### src/rtl/spi_pkg.sv
// Shared types and helpers for the burst-capable SPI slave.
package spi_pkg;

  typedef enum logic {
    IDLE  = 1'b0,
    SHIFT = 1'b1
  } spi_state_t;

  localparam logic IDLE_FILL_DEFAULT = 1'b1;
  localparam int   DEFAULT_WIDTH     = 8;

  // Counter width for a WIDTH-bit word; never narrower than one bit.
  function automatic int spi_cnt_width(input int width);
    return (width < 2) ? 1 : $clog2(width);
  endfunction

  localparam int DEFAULT_CNT_W = spi_cnt_width(DEFAULT_WIDTH);

  // Maps the serial bit position within a word to the data-word bit index.
  function automatic int spi_bit_index(input int pos, input int width, input bit lsb_first);
    return lsb_first ? pos : (width - 1 - pos);
  endfunction

endpackage

### src/rtl/spi_bit_counter.sv
// Modulo-WIDTH bit counter for the SPI slave; flags the first and last bit of each word.
module spi_bit_counter
  import spi_pkg::*;
#(
  parameter int WIDTH = 8,
  parameter int CNT_W = spi_cnt_width(WIDTH)
) (
  input  logic             i_clk,
  input  logic             i_rst_n,
  input  logic             i_clear,
  output logic [CNT_W-1:0] o_cnt,
  output logic             o_word_start,
  output logic             o_word_end
);

  logic [CNT_W-1:0] r_cnt;

  assign o_cnt        = r_cnt;
  assign o_word_start = (r_cnt == '0);
  assign o_word_end   = (r_cnt == CNT_W'(WIDTH - 1));

  // Wraps straight from the last bit to zero so bursts need no gap edge.
  always_ff @(posedge i_clk or negedge i_rst_n) begin
    if (!i_rst_n) begin
      r_cnt <= '0;
    end else if (i_clear) begin
      r_cnt <= '0;
    end else if (o_word_end) begin
      r_cnt <= '0;
    end else begin
      r_cnt <= r_cnt + 1'b1;
    end
  end

endmodule

### src/rtl/spi_slave_burst.sv
// Full-duplex SPI slave in the sclk domain: multi-word bursts, double-buffered
// transmit with valid/ready, per-word receive strobe and sticky underrun flag.
module spi_slave_burst
  import spi_pkg::*;
#(
  parameter int   WIDTH     = 8,
  parameter bit   LSB_FIRST = 1'b1,
  parameter logic IDLE_FILL = IDLE_FILL_DEFAULT
) (
  input  logic             sclk,
  input  logic             reset_n,
  input  logic             ss,
  input  logic             mosi,
  output logic             miso,
  input  logic [WIDTH-1:0] tx_data,
  input  logic             tx_valid,
  output logic             tx_ready,
  output logic [WIDTH-1:0] rx_data,
  output logic             rx_valid,
  output logic             busy,
  output logic             tx_underrun,
  input  logic             clear_flags
);

  localparam int CNT_W = spi_cnt_width(WIDTH);

  spi_state_t       r_state;
  logic [WIDTH-1:0] r_hold;
  logic             r_hold_full;
  logic [WIDTH-1:0] r_tx_shift;
  logic [WIDTH-1:0] r_rx_shift;
  logic [WIDTH-1:0] r_rx_data;
  logic             r_rx_valid;
  logic             r_miso;
  logic             r_underrun;

  logic [CNT_W-1:0] w_bit_cnt;
  logic             w_word_start;
  logic             w_word_end;
  logic             w_load;
  logic             w_accept;
  logic [CNT_W-1:0] w_idx;
  logic [WIDTH-1:0] w_word;
  logic [WIDTH-1:0] w_tx_src;
  logic [WIDTH-1:0] w_rx_next;

  spi_bit_counter #(
    .WIDTH (WIDTH),
    .CNT_W (CNT_W)
  ) u_bit_counter (
    .i_clk        (sclk),
    .i_rst_n      (reset_n),
    .i_clear      (ss),
    .o_cnt        (w_bit_cnt),
    .o_word_start (w_word_start),
    .o_word_end   (w_word_end)
  );

  assign w_load   = ~ss & w_word_start;
  assign w_accept = tx_valid & ~r_hold_full;
  assign w_idx    = CNT_W'(spi_bit_index(int'(w_bit_cnt), WIDTH, LSB_FIRST));
  assign w_word   = r_hold_full ? r_hold : {WIDTH{IDLE_FILL}};
  // On a word-start edge the first bit comes from the word being loaded, not the stale shift register.
  assign w_tx_src = w_load ? w_word : r_tx_shift;

  // Received word including the bit sampled on this edge.
  always_comb begin
    w_rx_next        = r_rx_shift;
    w_rx_next[w_idx] = mosi;
  end

  assign miso        = r_miso;
  assign tx_ready    = ~r_hold_full;
  assign rx_data     = r_rx_data;
  assign rx_valid    = r_rx_valid;
  assign busy        = (r_state == SHIFT);
  assign tx_underrun = r_underrun;

  // Frame FSM plus transmit/receive datapath and holding-register handshake.
  always_ff @(posedge sclk or negedge reset_n) begin
    if (!reset_n) begin
      r_state     <= IDLE;
      r_hold      <= '0;
      r_hold_full <= 1'b0;
      r_tx_shift  <= '0;
      r_rx_shift  <= '0;
      r_rx_data   <= '0;
      r_rx_valid  <= 1'b0;
      r_miso      <= IDLE_FILL;
      r_underrun  <= 1'b0;
    end else begin
      r_rx_valid <= 1'b0;

      case (r_state)
        IDLE:    r_state <= ss ? IDLE : SHIFT;
        SHIFT:   r_state <= ss ? IDLE : SHIFT;
        default: r_state <= IDLE;
      endcase

      if (ss) begin
        r_miso     <= IDLE_FILL;
        r_rx_shift <= '0;
      end else begin
        r_miso <= w_tx_src[w_idx];
        if (w_load) begin
          r_tx_shift <= w_word;
        end
        if (w_word_end) begin
          r_rx_data  <= w_rx_next;
          r_rx_valid <= 1'b1;
          r_rx_shift <= '0;
        end else begin
          r_rx_shift <= w_rx_next;
        end
      end

      // A consume and a fresh accept on one edge leave the holding register full.
      if (w_accept) begin
        r_hold <= tx_data;
      end
      r_hold_full <= (r_hold_full & ~w_load) | w_accept;

      if (w_load && !r_hold_full) begin
        r_underrun <= 1'b1;
      end else if (clear_flags) begin
        r_underrun <= 1'b0;
      end
    end
  end

endmodule

### config.mk
export PLATFORM = sky130hd
export DESIGN_NAME = spi_slave_burst
export DESIGN_NICKNAME = d
export VERILOG_FILES = /design/src/rtl/spi_pkg.sv /design/src/rtl/spi_bit_counter.sv /design/src/rtl/spi_slave_burst.sv
export SDC_FILE = /design/constraint.sdc
export NUM_CORES = 1
export LEC_CHECK = 0
export ABC_AREA = 1
export CORE_ASPECT_RATIO = 0.75
export CORE_MARGIN = 3
export CORE_UTILIZATION = 50
export DETAILED_ROUTE_END_ITERATION = 10
export GPL_TIMING_DRIVEN = 1
export PLACE_DENSITY = 0.75
export SLEW_MARGIN = 30
export SYNTH_ARGS = -nofsm -noshare
export SYNTH_HDL_FRONTEND = slang
export SYNTH_SLANG_ARGS = --single-unit
### constraint.sdc
create_clock -name sclk -period 3.55 [get_ports sclk]
set_input_delay 0.5325 -clock sclk [delete_from_list [all_inputs] [get_ports sclk]]
set_output_delay 0.5325 -clock sclk [all_outputs]
set_load 0.01 [all_outputs]
== Word level (Yosys, flattened, before mapping) ==
Cells that the tools add are included.

* Bits in registers: 40
* Input port bits: 14
* Output and inout port bits: 13

* Multiplexer cells: 17
* $add $sub $neg: 1
* Magnitude comparators: 2
* Bitwise operators: 7
* Equality and inequality tests: 1
* Reductions and logical operators: 6

{| class="wikitable"
|+ Operator list
! operator !! number
|-
| two-way mux 8 bit || 4
|-
| bitwise mux 8 bit || 1
|-
| two-way mux 1 bit || 8
|-
| two-way mux 3 bit || 2
|-
| < comparator 3 x 4 -> 1 bit (second input constant) || 1
|-
| adder 3 x 1 -> 3 bit (second input constant) || 1
|-
| AND 1 bit || 3
|-
| binary-select mux 1 bit (select 3 bit) || 1
|-
| demux 1 bit (select 3 bit) || 1
|-
| == test 3 bit (second input constant) || 1
|-
| >= comparator 3 x 1 -> 1 bit (second input constant) || 1
|-
| logical NOT 3 bit || 1
|-
| NOT 1 bit || 3
|-
| logical AND 1 bit || 2
|-
| AND reduction 2 bit || 1
|-
| nonzero test 2 bit || 1
|-
| logical NOT 1 bit || 1
|-
| OR 1 bit || 1
|}

== Longest topological paths before layout ==
* Word-level depth: 7
* Depth in mapped cells: 9
* Gate-level depth less buffers: 9

== Cells and area by module ==
A second synthesis with hierarchy kept.

* Cell total of the unflattened synthesis: 187
* Area total of the unflattened synthesis: 1731.7 um^2

{| class="wikitable"
|+ Modules (own cells, without submodules)
! module !! cells each !! sequential area each (um^2) !! instances !! area each (um^2)
|-
| spi_slave_burst || 170 || 927.1 || 1 || 1575.3
|-
| spi_bit_counter || 17 || 75.1 || 1 || 156.4
|}

== Worst setup path before layout ==
OpenSTA, ideal clock, no wires.

* Path type: register -> register
* Start: register u_bit_counter.r_cnt[0] (netlist: u_bit_counter.o_cnt[0])
* End: register r_rx_data[6] (netlist: rx_data[6])
* Path buffers: 1
* Data required time: 3422 ps
* Library setup time: 128 ps
* Stages on the path, launching flop included: 8
* Data arrival time: 1296 ps
* Setup slack: 2126 ps
* Cells stage by stage: dfrtp_1 > ha_1 > ha_1 > inv_1 > nor2_1 > inv_1 > buf_2 > o21ai_0

* Longest elaborated chain between the ends: 5
* Elaborated cells between the ends (all ways): 8
* Those cells by class: 2 x order compare; 1 x eq/ne; 3 x mux; 2 x reduce/logical

{| class="wikitable"
|+ Ends and longest elaborated chain
! element !! RTL line !! text
|-
| start, declared || spi_bit_counter.sv:16 || <nowiki>logic [CNT_W-1:0] r_cnt;</nowiki>
|-
| start signal, assigned || spi_bit_counter.sv:31 || <nowiki>r_cnt <= r_cnt + 1'b1;</nowiki>
|-
| < comparator 3 x 4 -> 1 bit (implied by the code) or >= comparator 3 x 1 -> 1 bit (tied branches) || spi_slave_burst.sv:69 || <nowiki>w_rx_next[w_idx] = mosi;</nowiki>
|-
| logical AND 1 bit (implied by the code) || spi_slave_burst.sv:69 ||
|-
| two-way mux 1 bit (implied by the code) || spi_slave_burst.sv:69 ||
|-
| demux 1 bit (select 3 bit) || spi_slave_burst.sv:69 ||
|-
| bitwise mux 8 bit || spi_slave_burst.sv:69 ||
|-
| end signal, assigned || spi_slave_burst.sv:109 || <nowiki>r_rx_data <= w_rx_next;</nowiki>
|-
| end, declared || spi_slave_burst.sv:32 || <nowiki>logic [WIDTH-1:0] r_rx_data;</nowiki>
|}

Parallel ways exist; a longest one is shown, timed or not.
A chain may end at the register's enable or synchronous reset.

== Worst setup path after layout ==
* Start: register r_hold_full
* End: output tx_ready

* Longest elaborated chain between the ends: 1

{| class="wikitable"
|+ Ends and longest elaborated chain
! element !! RTL line !! text
|-
| start, declared || spi_slave_burst.sv:29 || <nowiki>logic r_hold_full;</nowiki>
|-
| start signal, assigned || spi_slave_burst.sv:121 || <nowiki>r_hold_full <= (r_hold_full & ~w_load) | w_accept;</nowiki>
|-
| NOT 1 bit || spi_slave_burst.sv:73 || <nowiki>assign tx_ready = ~r_hold_full;</nowiki>
|-
| end, declared || spi_slave_burst.sv:17 || <nowiki>output logic tx_ready,</nowiki>
|}

Every way passes these cells.

==> impl_metrics.ini <==
[cells_and_area]
fillers = 249
antennaDiodeCount = 0
final_cell_mix = dfrtp_1, nand2_1, nor2_1
final_common_cell = dfrtp_1
area_growth_syn_to_layout_pct = 25.11
layout-drive-gt1-share = 0.1132
fin_nets = 228

[drt]
wl_per_cell_um = 13.34
firstDrtPassIters = 4
vias = 1279
ant_nets = 0
viasPerCell = 5.116
drt-initial-drc-count = 61
routed_wl_mm = 3.334
drc = 0

[die]
rows = 17
die_h_um = 56.56
initial_core_util = 0.5488
dieWidth_um = 73.41
die_area_sq_mm = 0.004152
ios = 27
core_sq_mm = 0.003105

[global_route]
grt_start_max_net_pins = 41
antenna_found_initial = 0
overflow = 0
gr-usage-all-layers = 0.1866
grt_pass1_wl_mm = 5.871
grt_pass1_vias = 1243

[cts]
ctsHoldBuffers = 0
postCtsSetupRepairBufs = 0
cts_buffers = 5
cts_root_buffer = clkbuf_8
cts.path.max_buffers = 2
clock-sinks = 40
cts_tree = done
worst_skew_pair.late_latency_ps = 290
h-tree-depth = 2
clk_pin_slew_ps = 70
post_cts_resize_count = 0

[timing]
fmax_ghz = 0.4834
slew_headroom = 0.7399
hold_viol = 0
tns_ps = 0
setup_violations = 0
maxSlewViolCount = 0
setup_slack_ps = 1481
finClkSkew_ps = 7.775
rsz0062_at_grt = no
worst_pin_slew_ps = 389.7
fin_crit_ps = 2069
finalCritPeriodShare = 0.5828

[place]
numPortBuffers = 26
dp_hpwl_mm = 2.513
routabilityCongestion = 0.9241
dp_slack_ps = 1502

[critical_path]
cp-end-kind = output pin
critPathKind = reg2out
r2r_start = u_bit_counter.o_cnt[0]
worstPathRequired_ps = 3020
crit_fanout = 11
crit_start = r_hold_full
cp-start-kind = register
crit_arrival_ps = 1540

[power_and_ir_drop]
clkPwrFrac = 0.302
intPower_mw = 0.9647
p_per_area_mw_per_mm2 = 623.8
combPwrFrac = 0.232
p_switching_mw = 0.3654
seq_power_share = 0.466
power.share.switching = 0.2747
leakagePower_nw = 1.005
irDropWorstVdd_v = 0.0002624

[yosys]
postSynthCellCount = 180
yosys_register_bits = 40
synthesis.nets = 197
ys_seq_area_frac = 0.5881
ys_types = 21
ys.warnings.count = 0
avgSynthCellArea_sq_um = 9.467
syn-cell-area_sq_mm = 0.001704

[run]
cap_violations = 0

[run_status]
status = finished clean

[worst_hold_path]
min_path_type = in2async
-- layout make-up --
| class | instances | area, sq um | share of cell area |
|---|---|---|---|
| clock inverters | 1 | 30.03 | 0.01408 |
| clock buffers | 7 | 96.34 | 0.04519 |
| inverters | 20 | 75.07 | 0.03521 |
| well taps | 38 | 47.55 | 0.02230 |
| repair buffers | 27 | 275.3 | 0.1291 |
| flip-flops and latches | 40 | 1002 | 0.4701 |
| multi-input cells | 117 | 605.6 | 0.2840 |
-- Yosys cell counts, drive strengths merged --
master	n	area, sq um
nand2	33	128.9
o21ai	16	83.83
o22ai	1	6.260
nand3	14	70.07
dfrtp	39	975.9
nor2	31	123.9
and2	6	37.54
mux2	8	90.09
nand3b	1	7.510
ha	3	37.54
nor3	1	5.000
buf	3	21.27
a21oi	3	15.01
inv	20	75.07
dfstp	1	26.28
-- flip-flops by register name (all words and copies together) (netlist names) --
register             flops
r_hold                   8
r_rx_shift               8
r_tx_shift               8
rx_data                  8
u_bit_counter.o_cnt      3
busy                     1
miso                     1
r_hold_full              1
rx_valid                 1
tx_underrun              1
-- metal layers --
metal,up-vias,share of wire,GRT usage
met5,-,0,0
met4,0,0.013,0.05426
met3,6,0.036,0.06977
met2,16,0.47,0.2739
met1,628,0.48,0.2581
li1,629,-,-
-- metrics by stage --
stage,instance area (sq um),hold slack (ps),utilization,total power [mW],std cells
after floorplan,1704,236.9,-,0.8272,180
after global placement,1986,449.3,0.6394,0.9207,241
after detailed placement,1986,469.8,0.6394,0.9368,241
after CTS,2112,377.1,0.6801,1.340,249
after global routing,2132,105.5,0.6865,1.412,250
final,2132,98.47,0.6865,1.330,250
-- final timing paths --
path | endpoint | slack (ps) | depth (start not counted)
worst max register to register | miso | 1820 | 9
worst max-delay path | tx_ready | 1480 | 2
worst min register to register | tx_underrun | 480 | 1
min in group sclk | tx_underrun | 480 | 1
max in group asynchronous | miso | 2960 | 2
worst min-delay path | rx_data[6] | 100 | 1
-- kinds of logic (layout without fill, tap and decap cells) --
logic type | count (synthesis) | in the layout | share of synthesized area
adder cells (fa/ha/maj) | 3 | 3 | 0.02203
multiplexers | 8 | 8 | 0.05287
AO/OA/AOI/OAI | 20 | 20 | 0.06167
flip-flops | 40 | 40 | 0.5881
AND/OR/NAND/NOR | 86 | 86 | 0.2188
buffers and inverters | 23 | 55 | 0.05653
-- critical path, stage by stage (launching register included) --
cell and delay, ps:
dfrtp_1 390, inv_1 260, clkdlybuf4s50_1 600
-- power by group through the flow --
stage / clock (mW) / sequential, mW / combinational [mW]
after floorplan: 0 / 0.618 / 0.209
after global placement: 0 / 0.623 / 0.298
after detailed placement: 0 / 0.629 / 0.307
after CTS: 0.409 / 0.621 / 0.310
after global routing: 0.430 / 0.634 / 0.349
final: 0.402 / 0.620 / 0.308
(Power assumes the default switching activity.)
